**src/rtl/conv_engine_pkg.sv**
```systemverilog
// Shared constants and helpers for the convolution engine: width arithmetic
// and window element indexing.
package conv_engine_pkg;

    function automatic int clog2(input int value);
        int r;
        r = 0;
        for (int i = 0; i < 32; i++) begin
            if ((1 << i) < value) r = i + 1;
        end
        return r;
    endfunction

    // Element n of the flattened window, n = row*K+col, row 0 oldest.
    function automatic int win_idx(input int row, input int col, input int k);
        return row * k + col;
    endfunction

    // {1'b0,pixel} (BITS+1 signed) times a BITS-wide signed weight.
    function automatic int prod_w(input int bits);
        return 2 * bits + 1;
    endfunction

    function automatic int acc_w(input int bits, input int count);
        return 2 * bits + 1 + clog2(count);
    endfunction

endpackage

```
**src/rtl/conv_engine_mac_adder_tree.sv**
```systemverilog
// Registered signed sum of COUNT products; forms the second pipeline stage.
module mac_adder_tree
    import conv_engine_pkg::*;
#(
    parameter int COUNT = 9,
    parameter int IN_W  = 19,
    parameter int OUT_W = 23
) (
    input  logic                    clk,
    input  logic                    reset,
    input  logic                    in_valid,
    input  logic signed [IN_W-1:0]  terms [COUNT],
    output logic signed [OUT_W-1:0] sum,
    output logic                    out_valid
);

    logic signed [OUT_W-1:0] total;

    always_comb begin
        total = '0;
        for (int n = 0; n < COUNT; n++) begin
            total = total + OUT_W'(terms[n]);
        end
    end

    always_ff @(posedge clk) begin
        if (reset) begin
            sum       <= '0;
            out_valid <= 1'b0;
        end else begin
            out_valid <= in_valid;
            if (in_valid) sum <= total;
        end
    end

endmodule

```
**src/rtl/conv_engine.sv**
```systemverilog
// K*K convolution engine: serial weight load, product stage, adder tree,
// shift and saturate; windows straddling a row edge are suppressed.
module conv_engine
    import conv_engine_pkg::*;
#(
    parameter int BITS        = 9,
    parameter int KERNEL_SIZE = 3,
    parameter int IMG_LENGTH  = 16,
    parameter int SHIFT       = 0
) (
    input  logic                                    clk,
    input  logic                                    reset,
    input  logic                                    weight_load,
    input  logic [BITS-1:0]                         weight_in,
    input  logic                                    window_valid,
    input  logic [KERNEL_SIZE*KERNEL_SIZE*BITS-1:0] window,
    output logic                                    weights_ready,
    output logic                                    pix_valid,
    output logic [BITS-1:0]                         pix_out
);

    localparam int N      = KERNEL_SIZE * KERNEL_SIZE;
    localparam int PROD_W = prod_w(BITS);
    localparam int ACC_W  = acc_w(BITS, N);
    localparam int IDX_W  = clog2(N);
    localparam int COL_W  = clog2(IMG_LENGTH);
    localparam logic signed [ACC_W-1:0] SAT_MAX = ACC_W'((1 << BITS) - 1);
    localparam logic signed [ACC_W-1:0] SAT_MIN = '0;

    logic signed [BITS-1:0]   weights [N];
    logic [IDX_W-1:0]         idx;
    logic [COL_W-1:0]         col;
    logic                     accept;
    logic signed [PROD_W-1:0] prods [N];
    logic                     s1_valid;
    logic signed [ACC_W-1:0]  sum;
    logic                     s2_valid;
    logic signed [ACC_W-1:0]  shifted;

    // A load while ready restarts the sequence at w[0]; other slots keep old values.
    always_ff @(posedge clk) begin
        if (reset) begin
            weights_ready <= 1'b0;
            idx           <= '0;
            for (int n = 0; n < N; n++) weights[n] <= '0;
        end else if (weight_load) begin
            if (weights_ready) begin
                weights[0]    <= weight_in;
                idx           <= IDX_W'(1);
                weights_ready <= 1'b0;
            end else begin
                weights[idx] <= weight_in;
                if (idx == IDX_W'(N - 1)) begin
                    idx           <= '0;
                    weights_ready <= 1'b1;
                end else begin
                    idx <= idx + 1'b1;
                end
            end
        end
    end

    always_ff @(posedge clk) begin
        if (reset) begin
            col <= '0;
        end else if (window_valid) begin
            col <= (col == COL_W'(IMG_LENGTH - 1)) ? '0 : col + 1'b1;
        end
    end

    // window_valid is a one-cycle strobe with no ready: a window not accepted
    // in its own cycle is dropped, and accepted windows are never stalled.
    assign accept = window_valid && weights_ready && !weight_load
                    && (int'(col) <= IMG_LENGTH - KERNEL_SIZE);

    always_ff @(posedge clk) begin
        if (reset) s1_valid <= 1'b0;
        else       s1_valid <= accept;
    end

    always_ff @(posedge clk) begin
        if (accept) begin
            for (int r = 0; r < KERNEL_SIZE; r++) begin
                for (int c = 0; c < KERNEL_SIZE; c++) begin
                    prods[win_idx(r, c, KERNEL_SIZE)] <=
                        PROD_W'($signed({1'b0, window[BITS*win_idx(r, c, KERNEL_SIZE) +: BITS]}))
                        * PROD_W'(weights[win_idx(r, c, KERNEL_SIZE)]);
                end
            end
        end
    end

    mac_adder_tree #(
        .COUNT (N),
        .IN_W  (PROD_W),
        .OUT_W (ACC_W)
    ) u_tree (
        .clk       (clk),
        .reset     (reset),
        .in_valid  (s1_valid),
        .terms     (prods),
        .sum       (sum),
        .out_valid (s2_valid)
    );

    assign shifted = sum >>> SHIFT;

    always_ff @(posedge clk) begin
        if (reset) begin
            pix_valid <= 1'b0;
            pix_out   <= '0;
        end else begin
            pix_valid <= s2_valid;
            if (s2_valid) begin
                if (shifted < SAT_MIN)      pix_out <= '0;
                else if (shifted > SAT_MAX) pix_out <= BITS'(SAT_MAX);
                else                        pix_out <= BITS'(shifted);
            end
        end
    end

endmodule

```
**config.mk**
```make
export PLATFORM = sky130hd
export DESIGN_NAME = conv_engine
export DESIGN_NICKNAME = d
export VERILOG_FILES = /design/src/rtl/conv_engine_pkg.sv /design/src/rtl/conv_engine_mac_adder_tree.sv /design/src/rtl/conv_engine.sv
export SDC_FILE = /design/constraint.sdc
export NUM_CORES = 2
export LEC_CHECK = 0
export ABC_CLOCK_PERIOD_IN_PS = 15200
export CORE_ASPECT_RATIO = 0.9
export CORE_MARGIN = 2
export CORE_UTILIZATION = 30
export DETAILED_ROUTE_END_ITERATION = 16
export GPL_TIMING_DRIVEN = 0
export PLACE_DENSITY = 0.55
export SETUP_SLACK_MARGIN = 0.2
export SLEW_MARGIN = 20
export SYNTH_ARGS = -nofsm -noshare
export SYNTH_HDL_FRONTEND = slang
export SYNTH_HIERARCHICAL = 1
export SYNTH_SLANG_ARGS = --single-unit
```
**constraint.sdc**
```tcl
create_clock -name clk -period 15.2 [get_ports clk]
set_clock_uncertainty 0.15 [all_clocks]
set_input_delay 3.04 -clock clk [delete_from_list [all_inputs] [get_ports clk]]
set_output_delay 3.04 -clock clk [all_outputs]
set_load 0.05 [all_outputs]
```
# == Word-level counts from Yosys, hierarchy flattened ==
# Memory sizes are Yosys's and may differ from the RTL's.
# Index checks and enable logic that the tools add are counted.
# op_classes
n_addsub,10
mul,9
n_lt_le_gt_ge,3
eq_ne,2
mux,21
bitwise,1
n_reduce_logical,5
# ops
cell,n
51-bit by 19-bit adder with 51-bit output,6
10-bit by 9-bit multiplier with 19-bit output,9
32-bit two-way mux,3
"32-bit by 1-bit adder with 32-bit output, second input constant",2
"32-bit by 4-bit equality test with 1-bit output, second input constant",2
"51-bit by 10-bit > comparator with 1-bit output, second input constant",1
"51-bit by 1-bit < comparator with 1-bit output, second input constant",1
9-bit two-way mux,4
"32-bit by 5-bit less-or-equal comparator with 1-bit output, second input constant",1
20-bit by 19-bit adder with 21-bit output,1
19-bit by 19-bit adder with 20-bit output,1
1-bit two-way mux,13
9-bit OR reduction,1
4-bit two-way mux,1
1-bit logical AND,3
1-bit zero test,1
1-bit OR,1
# word_totals
reg_bits,299
ramBits,81
inputBits,94
wordCells,69
memories,1
# mem_list
memory,depth,width,read_ports,rd_ports_with_merged_regs,wr,line_no,source
weights,9,9,9,0,9,conv_engine.sv:30,logic signed [BITS-1:0] weights [N];

# == Logic depth before layout (Yosys ltp) ==
# depth
depth_word,8
mapped_depth,30
depth_no_buf,28

# == By module ==
# The synthesis kept the hierarchy.
# by_module_without_submodules
mod,n_inst,cells_per_inst,area_per_inst_um2,seq_area_each_um2
conv_engine,1,3518,36384.9,9088.7
mac_adder_tree,1,853,7363.3,1041.0

# == Least setup slack after synthesis ==
# No wires, ideal clock.
# synth_timing
path_kind,input port to flip-flop
from,in window[72]
to,reg prods[16] in the netlist's numbering (data pin)
setup_ps,258
arrival_time_ps,7305
path_slack_ps,7487
cell_stages,14
cell_sequence,nand2b_1 fa_1 fa_1 inv_1 fa_1 fa_1 fa_1 ha_1 o21a_1 a2111oi_1 o21bai_1 a31o_2 a21oi_1 xnor2_1
# synth_between
elab_chain_len,1
# synth_lines
element,line_no,source
from (decl),conv_engine.sv:16,"input logic [KERNEL_SIZE*KERNEL_SIZE*BITS-1:0] window,"
10-bit by 9-bit multiplier with 19-bit output,conv_engine.sv:87,"* PROD_W'(weights[win_idx(r, c, KERNEL_SIZE)]);"
"to (signal, indexed assignment)",conv_engine.sv:85,"prods[win_idx(r, c, KERNEL_SIZE)] <="
to (decl),conv_engine.sv:34,logic signed [PROD_W-1:0] prods [N];
# Every way passes these cells.
# A chain may end at the register's enable or synchronous reset.

# == Final worst setup path ==
# layout_timing
from,in window[0]
to,reg prods[170] in the netlist's numbering (data pin)
# The elaborated chain is that of the path after synthesis.

==> impl_metrics.yaml <==
cells_and_area:
  layout-drive-gt1-share_pct: 3.045
  syn2layout_area_growth_pct: 11.54
  fillers: 14859
  final_nets: 5745
  finalInstanceArea_um2: 48800
yosys:
  netlist_area_um2: 43750
  synth_seq_cells: 380
  synth.distinct_cells: 85
  synthFlopType: "edfxtp_1"
  yosysWarningCount: 6
  syn_inst: 4371
  async_reset_ff_share_pct: 0
  synth_area_per_cell_um2: 10.01
  synth_edf_count: 252
  synth_fp_nets: 5589
  yosysSeqAreaShare_pct: 23.15
critical_path:
  critical_path_arrival_ps: 8410
  cp_num_buf_inv: 2
  cp-end-kind: "register"
  crit_slowest_cell: "clkdlybuf4s50_1"
  critPathMaxStageDelay_ps: 620
  crit_top_cell: "fa_1"
  setup.worst_path.class: "in2reg"
  startpoint_type: "input port"
  cp_max_fo: 9
  cp_cell_sequence: "clkdlybuf4s50_1 > nand2b_1 > fa_1 > fa_1 > inv_1 > fa_1 > fa_1 > fa_1 > ha_1 > o21ai_0 > o21ai_0 > o311a_1 > a21o_1 > or4_1 > nand3_1"
  worstPathRequired_ps: 15430
  crit_family: "adder cells"
sta:
  setup_viol: 0
  worst_pin_slew_ps: 1234
  max_freq_ghz: 0.1222
  final_hold_viol_count: 0
  fin_setup_tns_ps: 0
  rsz0062_at_grt: "no"
  maxSlewViolCount: 0
  period_needed_ps: 8181
  slew_headroom_pct: 17.43
  min_period_over_period_pct: 53.82
clock_tree:
  htreeDepth: 2
  hold_buffers: 0
  clkLatencyLatePin_ps: 620
  numCtsBuffers: 48
  cts_root_buf: "clkbuf_16"
  cts.clk_slew.worst_paths_ps: 70
  cts_buffer_depth: 3
  clock_sinks: 380
  cts_tree: "yes"
  cts_setup_buffers: 0
  cts_resized: 0
global_route:
  gr-usage-all-layers_pct: 14.71
  grt_max_degree: 56
  grt_pass1_wl_mm: 174.3
  grt_pass1_vias: 31187
  overflow: 0
  antenna_found_initial: 13
place:
  gp_congestion: 0.8590
  io_buffer_count: 103
  placed_area_um2: 47260
  hpwl_mm: 85.73
floorplan:
  row_count: 132
  dieHeight_um: 366.3
  ios: 105
  die-area_um2: 148900
  core_area_um2: 144300
  start_util_pct: 30.31
  die_w_um: 406.5
route:
  via_count: 30253
  first_pass_iters: 5
  wire_per_inst_um: 16.38
  drt_iter0_drc: 1753
  vias_per_cell: 4.647
  drc_errors: 0
  wl_mm: 106.7
  antenna_left: 0
hold_path:
  min_path_type: "reg2reg"
power:
  p_sw_mw: 1.535
  peakVddDrop_uv: 73.73
  p_per_area_nw_per_um2: 83.91
  p_int_mw: 2.560
  power.clock.fraction_pct: 27.0
  leakage_nw: 22.99
  p_comb_share_pct: 43.3
  power_frac_seq_pct: 29.7
  p_sw_share_pct: 37.49
status:
  status: "complete, no violations"
job:
  drv_cap: 0
[power groups by stage]
stage / combinational (mW) / clock [mW] / sequential [mW]
final: 1.77 / 1.10 / 1.22
after global routing: 2.05 / 1.17 / 1.22
after floorplan: 1.28 / 0 / 1.23
after global placement: 1.77 / 0 / 1.24
after CTS: 1.80 / 1.13 / 1.22
after detailed placement: 1.77 / 0 / 1.24
[per-stage QoR]
stage               cells  worst slack (ps)  total power, mW  utilization [%]  hold slack, ps
CTS                  6508              7053            4.152            33.80           320.1
finish               6510              7019            4.095            33.80           314.9
global route         6508              6728            4.440            33.80           334.9
floorplan            4371              7487            2.506                -           284.2
detailed placement   6420              6432            3.004            32.74           304.1
global placement     6417              5512            3.013            32.71           297.1
[cell type report]
class | instances | area, um2 | share of cell area (%)
multi-input cells | 3201 | 30650 | 62.81
repair buffers | 106 | 1061 | 2.174
diodes | 2 | 5.005 | 0.01026
well taps | 1943 | 2431 | 4.982
clock inverters | 32 | 280.3 | 0.5744
plain buffers | 74 | 301.5 | 0.6179
flip-flops and latches | 380 | 10130 | 20.76
inverters | 716 | 2688 | 5.508
clock buffers | 56 | 1252 | 2.567
[sequential cells by signal (all words and copies together) (netlist names)]
register	count
prods	171
u_tree/sum	51
s1_valid	1
col	32
weights_ready	1
idx	32
weights	81
pix_out	9
u_tree/out_valid	1
pix_valid	1
[Yosys cell counts (all sizes together) (7+ instances only)]
cell     instances  share of area [%]
a21o            44               0.76
xnor2          102                2.0
mux2i           15               0.34
a211oi          41               0.70
o21bai          11               0.19
inv            716                6.1
dfxtp          128                5.9
fa             574                 26
and4             8               0.17
o21ai           90                1.0
o211ai          14               0.24
and2           489                7.0
or2             16               0.23
ha             550                 16
buf             12               0.15
nand2          335                2.9
nor3            42               0.50
o32ai            9               0.18
xor2            60                1.2
nand2b          28               0.40
nor2           241                2.1
a2111oi         12               0.29
clkbuf          62               0.54
and3            27               0.39
edfxtp         252                 17
o21a            34               0.58
nor2b           85                1.2
a21oi          127                1.5
or3             10               0.14
nor4            30               0.43
a311oi          19               0.39
a31oi           23               0.36
nand3           55               0.66
nand4           28               0.40
o31ai            7               0.15
a41oi            7               0.14
[cell usage in the layout (no fill, tap or decap), types with 94 or more instances in the layout]
master / netlist / final
and2_1: 489 / 489
inv_1: 716 / 716
a21oi_1: 126 / 126
nor2_1: 241 / 241
nand2_1: 335 / 335
clkdlybuf4s50_1: 0 / 94
fa_1: 574 / 574
dfxtp_1: 128 / 128
xnor2_1: 102 / 102
edfxtp_1: 252 / 252
ha_1: 550 / 550
[worst min-delay path: cells and delay by family, from the launching register on]
kind | cells | cell delay [ps]
simple gates | 2 | 110
flops | 1 | 320
[per-layer routing]
layer  wire (um)  global-route usage, %
met1       52100                  21.61
met2       46270                  22.44
met3        6133                  2.628
met4        2096                  3.098
met5          59                      0
[cell families (layout without fill, tap and decap cells)]
| logic type | after synthesis | in the layout | synth area share [%] |
|---|---|---|---|
| simple gates | 1415 | 1415 | 16.93 |
| other cells | 0 | 2 | 0 |
| fa+ha+maj | 1124 | 1124 | 42.00 |
| flops | 380 | 380 | 23.15 |
| xor+xnor | 162 | 162 | 3.243 |
| mux | 15 | 15 | 0.3432 |
| buf+inv | 790 | 984 | 6.830 |
| compound gates | 485 | 485 | 7.508 |
[path summary, 6_finish.rpt]
| path | start | end | slack (ps) | cells past startpoint |
|---|---|---|---|---|
| worst max-delay path | window[0] | prods[170] | 7020 | 15 |
| worst min-delay path | u_tree/sum[34] | u_tree/sum[34] | 310 | 2 |
| worst max register to register | prods[41] | u_tree/sum[28] | 7730 | 26 |
| worst min register to register | u_tree/sum[34] | u_tree/sum[34] | 310 | 2 |
Note: power is estimated with default switching activity, not from simulation.
